[src/rtl/dp_mem_arbiter_if.sv]
// Bus bundle between the datapath, the arbiter and the single-port RAM.
// The arbiter takes the slave view: it receives datapath requests and
// RAM responses, and drives hits, loads and RAM strobes.
interface dp_mem_arbiter_if;
  // datapath side
  logic        imemREN;
  logic [31:0] imemaddr;
  logic        dmemREN;
  logic        dmemWEN;
  logic [31:0] dmemaddr;
  logic [31:0] dmemstore;
  logic        halt;
  logic        ihit;
  logic [31:0] imemload;
  logic        dhit;
  logic [31:0] dmemload;
  // RAM side
  logic        ramREN;
  logic        ramWEN;
  logic [31:0] ramaddr;
  logic [31:0] ramstore;
  logic [31:0] ramload;
  logic        ram_ready;

  modport slave (
    input  imemREN, imemaddr, dmemREN, dmemWEN, dmemaddr, dmemstore, halt,
    input  ramload, ram_ready,
    output ihit, imemload, dhit, dmemload,
    output ramREN, ramWEN, ramaddr, ramstore
  );

  modport master (
    output imemREN, imemaddr, dmemREN, dmemWEN, dmemaddr, dmemstore, halt,
    output ramload, ram_ready,
    input  ihit, imemload, dhit, dmemload,
    input  ramREN, ramWEN, ramaddr, ramstore
  );
endinterface

[src/rtl/dp_mem_arbiter.sv]
// Instruction/data arbiter in front of a single-port RAM. Data requests
// win over instruction fetches; an optional one-entry instruction buffer
// answers repeated fetches of the same address without touching the RAM.
module dp_mem_arbiter #(
  parameter int IBUF_EN = 1
) (
  input  logic            CLK,
  input  logic            RST,
  dp_mem_arbiter_if.slave bus
);

  localparam logic [2:0] S_IDLE   = 3'd0;
  localparam logic [2:0] S_DACC   = 3'd1;
  localparam logic [2:0] S_IACC   = 3'd2;
  localparam logic [2:0] S_DRESP  = 3'd3;
  localparam logic [2:0] S_IRESP  = 3'd4;
  localparam logic [2:0] S_HALTED = 3'd5;

  logic [2:0]  state_q,    state_d;
  logic [31:0] imemload_q, imemload_d;
  logic [31:0] dmemload_q, dmemload_d;
  logic [31:0] ramaddr_q,  ramaddr_d;
  logic [31:0] ramstore_q, ramstore_d;
  logic        dren_q,     dren_d;
  logic        dwen_q,     dwen_d;
  logic [31:0] buf_addr_q, buf_addr_d;
  logic [31:0] buf_data_q, buf_data_d;
  logic        buf_vld_q,  buf_vld_d;
  logic        buf_hit;

  // A fetch hits only when the buffer exists, holds data and matches the address.
  assign buf_hit = (IBUF_EN != 0) && buf_vld_q && (buf_addr_q == bus.imemaddr);

  // Next-state and datapath latching; RAM-side values change only on entry to an access.
  always_comb begin
    state_d    = state_q;
    imemload_d = imemload_q;
    dmemload_d = dmemload_q;
    ramaddr_d  = ramaddr_q;
    ramstore_d = ramstore_q;
    dren_d     = dren_q;
    dwen_d     = dwen_q;
    buf_addr_d = buf_addr_q;
    buf_data_d = buf_data_q;
    buf_vld_d  = buf_vld_q;
    case (state_q)
      S_IDLE: begin
        if (bus.halt) begin
          state_d = S_HALTED;
        end else if (bus.dmemREN || bus.dmemWEN) begin
          ramaddr_d  = bus.dmemaddr;
          ramstore_d = bus.dmemstore;
          dwen_d     = bus.dmemWEN;
          dren_d     = bus.dmemREN && !bus.dmemWEN;
          state_d    = S_DACC;
        end else if (bus.imemREN) begin
          if (buf_hit) begin
            imemload_d = buf_data_q;
            state_d    = S_IRESP;
          end else begin
            ramaddr_d = bus.imemaddr;
            state_d   = S_IACC;
          end
        end
      end
      S_DACC: begin
        if (bus.ram_ready) begin
          if (dren_q) dmemload_d = bus.ramload;
          // A write to the buffered address makes the buffered copy stale.
          if (dwen_q && buf_vld_q && (buf_addr_q == ramaddr_q)) buf_vld_d = 1'b0;
          state_d = S_DRESP;
        end
      end
      S_IACC: begin
        if (bus.ram_ready) begin
          imemload_d = bus.ramload;
          if (IBUF_EN != 0) begin
            buf_addr_d = ramaddr_q;
            buf_data_d = bus.ramload;
            buf_vld_d  = 1'b1;
          end
          state_d = S_IRESP;
        end
      end
      S_DRESP:  state_d = S_IDLE;
      S_IRESP:  state_d = S_IDLE;
      S_HALTED: state_d = S_HALTED;
      default:  state_d = S_IDLE;
    endcase
  end

  // State and datapath registers with synchronous active-high reset.
  always_ff @(posedge CLK) begin
    if (RST) begin
      state_q    <= S_IDLE;
      imemload_q <= '0;
      dmemload_q <= '0;
      ramaddr_q  <= '0;
      ramstore_q <= '0;
      dren_q     <= 1'b0;
      dwen_q     <= 1'b0;
      buf_addr_q <= '0;
      buf_data_q <= '0;
      buf_vld_q  <= 1'b0;
    end else begin
      state_q    <= state_d;
      imemload_q <= imemload_d;
      dmemload_q <= dmemload_d;
      ramaddr_q  <= ramaddr_d;
      ramstore_q <= ramstore_d;
      dren_q     <= dren_d;
      dwen_q     <= dwen_d;
      buf_addr_q <= buf_addr_d;
      buf_data_q <= buf_data_d;
      buf_vld_q  <= buf_vld_d;
    end
  end

  assign bus.ihit     = (state_q == S_IRESP);
  assign bus.dhit     = (state_q == S_DRESP);
  assign bus.imemload = imemload_q;
  assign bus.dmemload = dmemload_q;
  assign bus.ramaddr  = ramaddr_q;
  assign bus.ramstore = ramstore_q;
  assign bus.ramREN   = (state_q == S_IACC) || ((state_q == S_DACC) && dren_q);
  assign bus.ramWEN   = (state_q == S_DACC) && dwen_q;

endmodule

[src/flat_wrapper.sv]
// flat-port wrapper written by rule: the top's interface ports become plain ports
module dp_mem_arbiter_flat 
#(
  parameter int IBUF_EN = 1
)
  (CLK, RST, bus_imemREN, bus_imemaddr, bus_dmemREN, bus_dmemWEN, bus_dmemaddr, bus_dmemstore, bus_halt, bus_ramload, bus_ram_ready, bus_ihit, bus_imemload, bus_dhit, bus_dmemload, bus_ramREN, bus_ramWEN, bus_ramaddr, bus_ramstore);
  dp_mem_arbiter_if bus_i ();
  input  logic CLK;
  input  logic RST;
  input wire logic [$bits(bus_i.imemREN)-1:0] bus_imemREN;
  input wire logic [$bits(bus_i.imemaddr)-1:0] bus_imemaddr;
  input wire logic [$bits(bus_i.dmemREN)-1:0] bus_dmemREN;
  input wire logic [$bits(bus_i.dmemWEN)-1:0] bus_dmemWEN;
  input wire logic [$bits(bus_i.dmemaddr)-1:0] bus_dmemaddr;
  input wire logic [$bits(bus_i.dmemstore)-1:0] bus_dmemstore;
  input wire logic [$bits(bus_i.halt)-1:0] bus_halt;
  input wire logic [$bits(bus_i.ramload)-1:0] bus_ramload;
  input wire logic [$bits(bus_i.ram_ready)-1:0] bus_ram_ready;
  output wire logic [$bits(bus_i.ihit)-1:0] bus_ihit;
  output wire logic [$bits(bus_i.imemload)-1:0] bus_imemload;
  output wire logic [$bits(bus_i.dhit)-1:0] bus_dhit;
  output wire logic [$bits(bus_i.dmemload)-1:0] bus_dmemload;
  output wire logic [$bits(bus_i.ramREN)-1:0] bus_ramREN;
  output wire logic [$bits(bus_i.ramWEN)-1:0] bus_ramWEN;
  output wire logic [$bits(bus_i.ramaddr)-1:0] bus_ramaddr;
  output wire logic [$bits(bus_i.ramstore)-1:0] bus_ramstore;
  assign bus_i.imemREN = bus_imemREN;
  assign bus_i.imemaddr = bus_imemaddr;
  assign bus_i.dmemREN = bus_dmemREN;
  assign bus_i.dmemWEN = bus_dmemWEN;
  assign bus_i.dmemaddr = bus_dmemaddr;
  assign bus_i.dmemstore = bus_dmemstore;
  assign bus_i.halt = bus_halt;
  assign bus_i.ramload = bus_ramload;
  assign bus_i.ram_ready = bus_ram_ready;
  assign bus_ihit = bus_i.ihit;
  assign bus_imemload = bus_i.imemload;
  assign bus_dhit = bus_i.dhit;
  assign bus_dmemload = bus_i.dmemload;
  assign bus_ramREN = bus_i.ramREN;
  assign bus_ramWEN = bus_i.ramWEN;
  assign bus_ramaddr = bus_i.ramaddr;
  assign bus_ramstore = bus_i.ramstore;
  dp_mem_arbiter #(.IBUF_EN(IBUF_EN)) u_core (.CLK(CLK), .RST(RST), .bus(bus_i));
endmodule
[config.mk]
export PLATFORM = sky130hd
export DESIGN_NAME = dp_mem_arbiter_flat
export DESIGN_NICKNAME = d
export VERILOG_FILES = /design/src/rtl/dp_mem_arbiter_if.sv /design/src/rtl/dp_mem_arbiter.sv /design/src/flat_wrapper.sv
export SDC_FILE = /design/constraint.sdc
export NUM_CORES = 1
export LEC_CHECK = 0
export ABC_AREA = 1
export BUFFER_PORTS_ARGS = -buffer_cell sky130_fd_sc_hd__buf_4
export CORE_ASPECT_RATIO = 0.75
export CORE_MARGIN = 3
export CORE_UTILIZATION = 45
export CTS_CLUSTER_DIAMETER = 40
export CTS_CLUSTER_SIZE = 40
export DETAILED_ROUTE_END_ITERATION = 6
export PLACE_DENSITY = 0.71
export SLEW_MARGIN = 20
export SYNTH_ARGS = -nofsm -noshare
export SYNTH_HDL_FRONTEND = slang
export SYNTH_SLANG_ARGS = --single-unit
[constraint.sdc]
create_clock -name CLK -period 1.9 [get_ports CLK]
set_input_delay 0.38 -clock CLK [delete_from_list [all_inputs] [get_ports CLK]]
set_output_delay 0.38 -clock CLK [all_outputs]
set_load 0.005 [all_outputs]
==> impl_metrics.ini <==
[routing]
drtAntennaViolNets = 0
routedWlPerCell_um = 15.45
firstDrtPassIters = 6
via_per_inst = 5.048
drt_wl_total_mm = 29.87
drc = 0
first_iter_violations = 790
vias = 9758

[yosys]
ys_seq_area_share_pct = 42.38
ys_warn_count = 0
postSynthAreaPerCell_um2 = 6.902
synth_cell_types = 29
ys_seq_elements = 198
syn_inst = 1355
netlist_area_um2 = 9353
synth_nets = 1490

[sta]
setup_viol = 0
period_share_pct = 96.36
timing.fmax_mhz = 546.2
rsz0062_at_grt = true
layout_setup_ws_ns = 0.06916
finalHoldViolations = 0
tightestPinTransition_ns = 0.5596
finClkSkew_ns = 0.02001
finalMaxSlewViolations = 0
finalCriticalPeriod_ns = 1.831
timing.slew.headroom_pct = 62.70
fin_tns_setup_ns = 0

[cts]
numCtsBuffers = 17
clk_latency_ns = 0.45
clk_path_buf_depth = 2
cts_max_level = 4
postCtsHoldBufs = 0
cts.sinks = 198
clockRootBuffer = clkbuf_16
clkTransAtPathRegs_ns = 0.09
tritoncts = yes

[global_routing]
grt_pass1_wl_mm = 45.40
grt_pass1_vias = 8703
grt_max_degree = 98
antenna_found_initial = 0
grt_overflow_total = 0
grt.total_usage_pct = 25.36

[worst_setup_path]
arrival_ns = 2.13
reg2reg_to = u_core.bus.imemload[29]
ff2ff_path_depth = 14
crit_path_max_incr_delay_ns = 0.35
regToRegSetupSlack_ns = 0.07
cp_num_buf_inv = 3
cp.required_ns = 2.20
r2r_start = u_core.buf_addr_q[21]
crit_top_cell = nand2_1
path_delay_family = simple AND/OR/NAND/NOR gates
crit_end = u_core.bus.imemload[29]
path_class = reg -> reg
cp.depth = 14
path_cells = inv_1 -> nand2_1 -> nand2_1 -> inv_2 -> nand2_1 -> nor2_2 -> nand2_1 -> nor2_2 -> nand3_2 -> nand2_4 -> nand2_4 -> clkbuf_16 -> nand2_1 -> a21oi_1
critPathLaunch = u_core.buf_addr_q[21]
crit_slowest_cell = dfxtp_2
worst_setup_path_end_kind = flip-flop
path_max_fanout = 16
cp-start-kind = flip-flop

[placement]
dp_hpwl_mm = 21.42
dp.cells = 1893
portBuffers = 266
post-place-ws_ns = -0.09497
gp_congestion = 0.9244

[finish]
nNetsFinal = 1773
fillerInstances = 1880
areaGrowthSynthToFinish_pct = 36.95
layout.cells.non_filler = 1933
antenna_cells = 0
drive_gt1_share_pct = 30.53
postLayoutCoreUtil_pct = 63.02

[power]
power_density_nw_per_um2 = 1021
p_leak_nw = 5.594
ir_drop_v = 0.0004796
power_mw = 13.08

[floorplan]
die_h_um = 130.9
die_x_um = 172.5
ios = 267
die-area_um2 = 22570
row_count = 45
start_util_pct = 46.01
core_area_um2 = 20330

[min_path]
hp-class = in -> reg
hold_start = bus_dmemstore[18]

[run_status]
status = complete, no violations

[run]
drv_cap = 0
==> how the worst min path moves through the flow <==
stage	end	slack, ns	cells past startpoint
floorplan	u_core.buf_data_q[10]	0.43	2
global placement	u_core.bus.dmemload[2]	0.43	2
detailed placement	u_core.bus.dmemload[7]	0.44	2
CTS	u_core.bus.ramstore[5]	0.14	3
global route	u_core.bus.ramstore[18]	0.13	3
finish	u_core.bus.ramstore[18]	0.15	3
==> cell usage after synthesis <==
master	number	area, um^2
nand2_1	288	1081
nand2_2	30	187.7
a21boi_1	1	7.510
o21ai_0	160	800.8
xor2_1	4	35.03
dfxtp_1	198	3964
or2_2	1	6.260
nor2_4	6	67.56
nor2_2	2	12.51
xnor2_1	12	105.1
buf_4	3	22.52
buf_2	18	90.09
clkinv_1	3	11.26
inv_1	140	525.5
nand3_1	71	355.3
nand4_1	16	100.1
inv_2	25	93.84
a31oi_1	1	6.260
nor2_1	145	544.3
nand2_4	1	11.26
a211oi_1	28	210.2
buf_12	3	60.06
a21oi_1	106	530.5
o21ai_1	7	35.03
a21oi_2	30	262.8
clkbuf_1	51	191.4
nand3_4	1	17.52
nor3_1	2	10.01
buf_1	2	7.510
==> state kept, by name, summed over array words and instances, names as in the netlist <==
register and cells:
u_core.bus.dmemload 32, u_core.bus.ramaddr 32, u_core.dwen_q 1, u_core.state_q 3, u_core.buf_vld_q 1, u_core.bus.ramstore 32, u_core.bus.imemload 32, u_core.dren_q 1
u_core.buf_data_q 32, u_core.buf_addr_q 32
==> tightest hold or removal path, stage by stage <==
cell    delay [ns]
buf_4         0.08
nor2_1        0.03
nor2_1        0.08
==> cells in the final DEF, fill, tap and decap left out, drive strengths merged, types with 4 or more instances in the layout <==
cell      n
inv     173
nand3    72
clkinv    8
clkbuf   20
a21oi   136
o21ai   167
buf     339
dfxtp   198
xor2      4
xnor2    12
nand4    16
nand2   319
nor2    153
a211oi   28
==> cells by family (layout without fill, tap and decap cells) <==
kind of cell / Yosys count / in the layout / synth area share (%)
and+or+nand+nor: 563 / 563 / 25.59
xor gates and xnor gates: 16 / 16 / 1.498
buffers and inverters: 245 / 541 / 10.72
DFF: 198 / 198 / 42.38
AOI/OAI and AO/OA: 333 / 333 / 19.81
==> power by group <==
group / total, mW / switching, mW / internal (mW)
Sequential: 5.07 / 0.399 / 4.67
Combinational: 4.27 / 2.42 / 1.85
Clock: 3.74 / 1.90 / 1.83
==> area by class of cell <==
| cell class | instances | area [um^2] | area share (%) |
|---|---|---|---|
| Tap cell | 282 | 352.8 | 2.755 |
| Inverter | 168 | 635.6 | 4.962 |
| Timing Repair Buffer | 341 | 2761 | 21.56 |
| Sequential cell | 198 | 3985 | 31.11 |
| Multi-Input combinational cell | 912 | 4463 | 34.84 |
| Clock buffer | 18 | 439.2 | 3.429 |
| Clock inverter | 14 | 171.4 | 1.338 |
==> layer usage <==
layer	vias to the layer above	global-route usage [%]	wire length, um
met4	0	4.880	241
met2	345	37.87	12910
li1	4905	-	-
met3	22	8.571	2919
met5	-	0	0
met1	4486	35.96	13800
==> stage by stage <==
stage | area [um^2] | hold slack [ns]
5_1_grt | 12810 | 0.1310
2_1_floorplan | 9353 | 0.4345
6_report | 12810 | 0.1508
3_5_place_dp | 12000 | 0.4350
3_3_place_gp | 12000 | 0.4314
4_1_cts | 12610 | 0.1409
==> timing repair <==
action | CTS | global route
pin swaps | 0 | 6
resized for setup | 3 | 39
buffers inserted | 0 | 6
cloned | 0 | 2
setup endpoints to repair | 3 | 97
No activity file was read; power rests on OpenSTA's default activity.
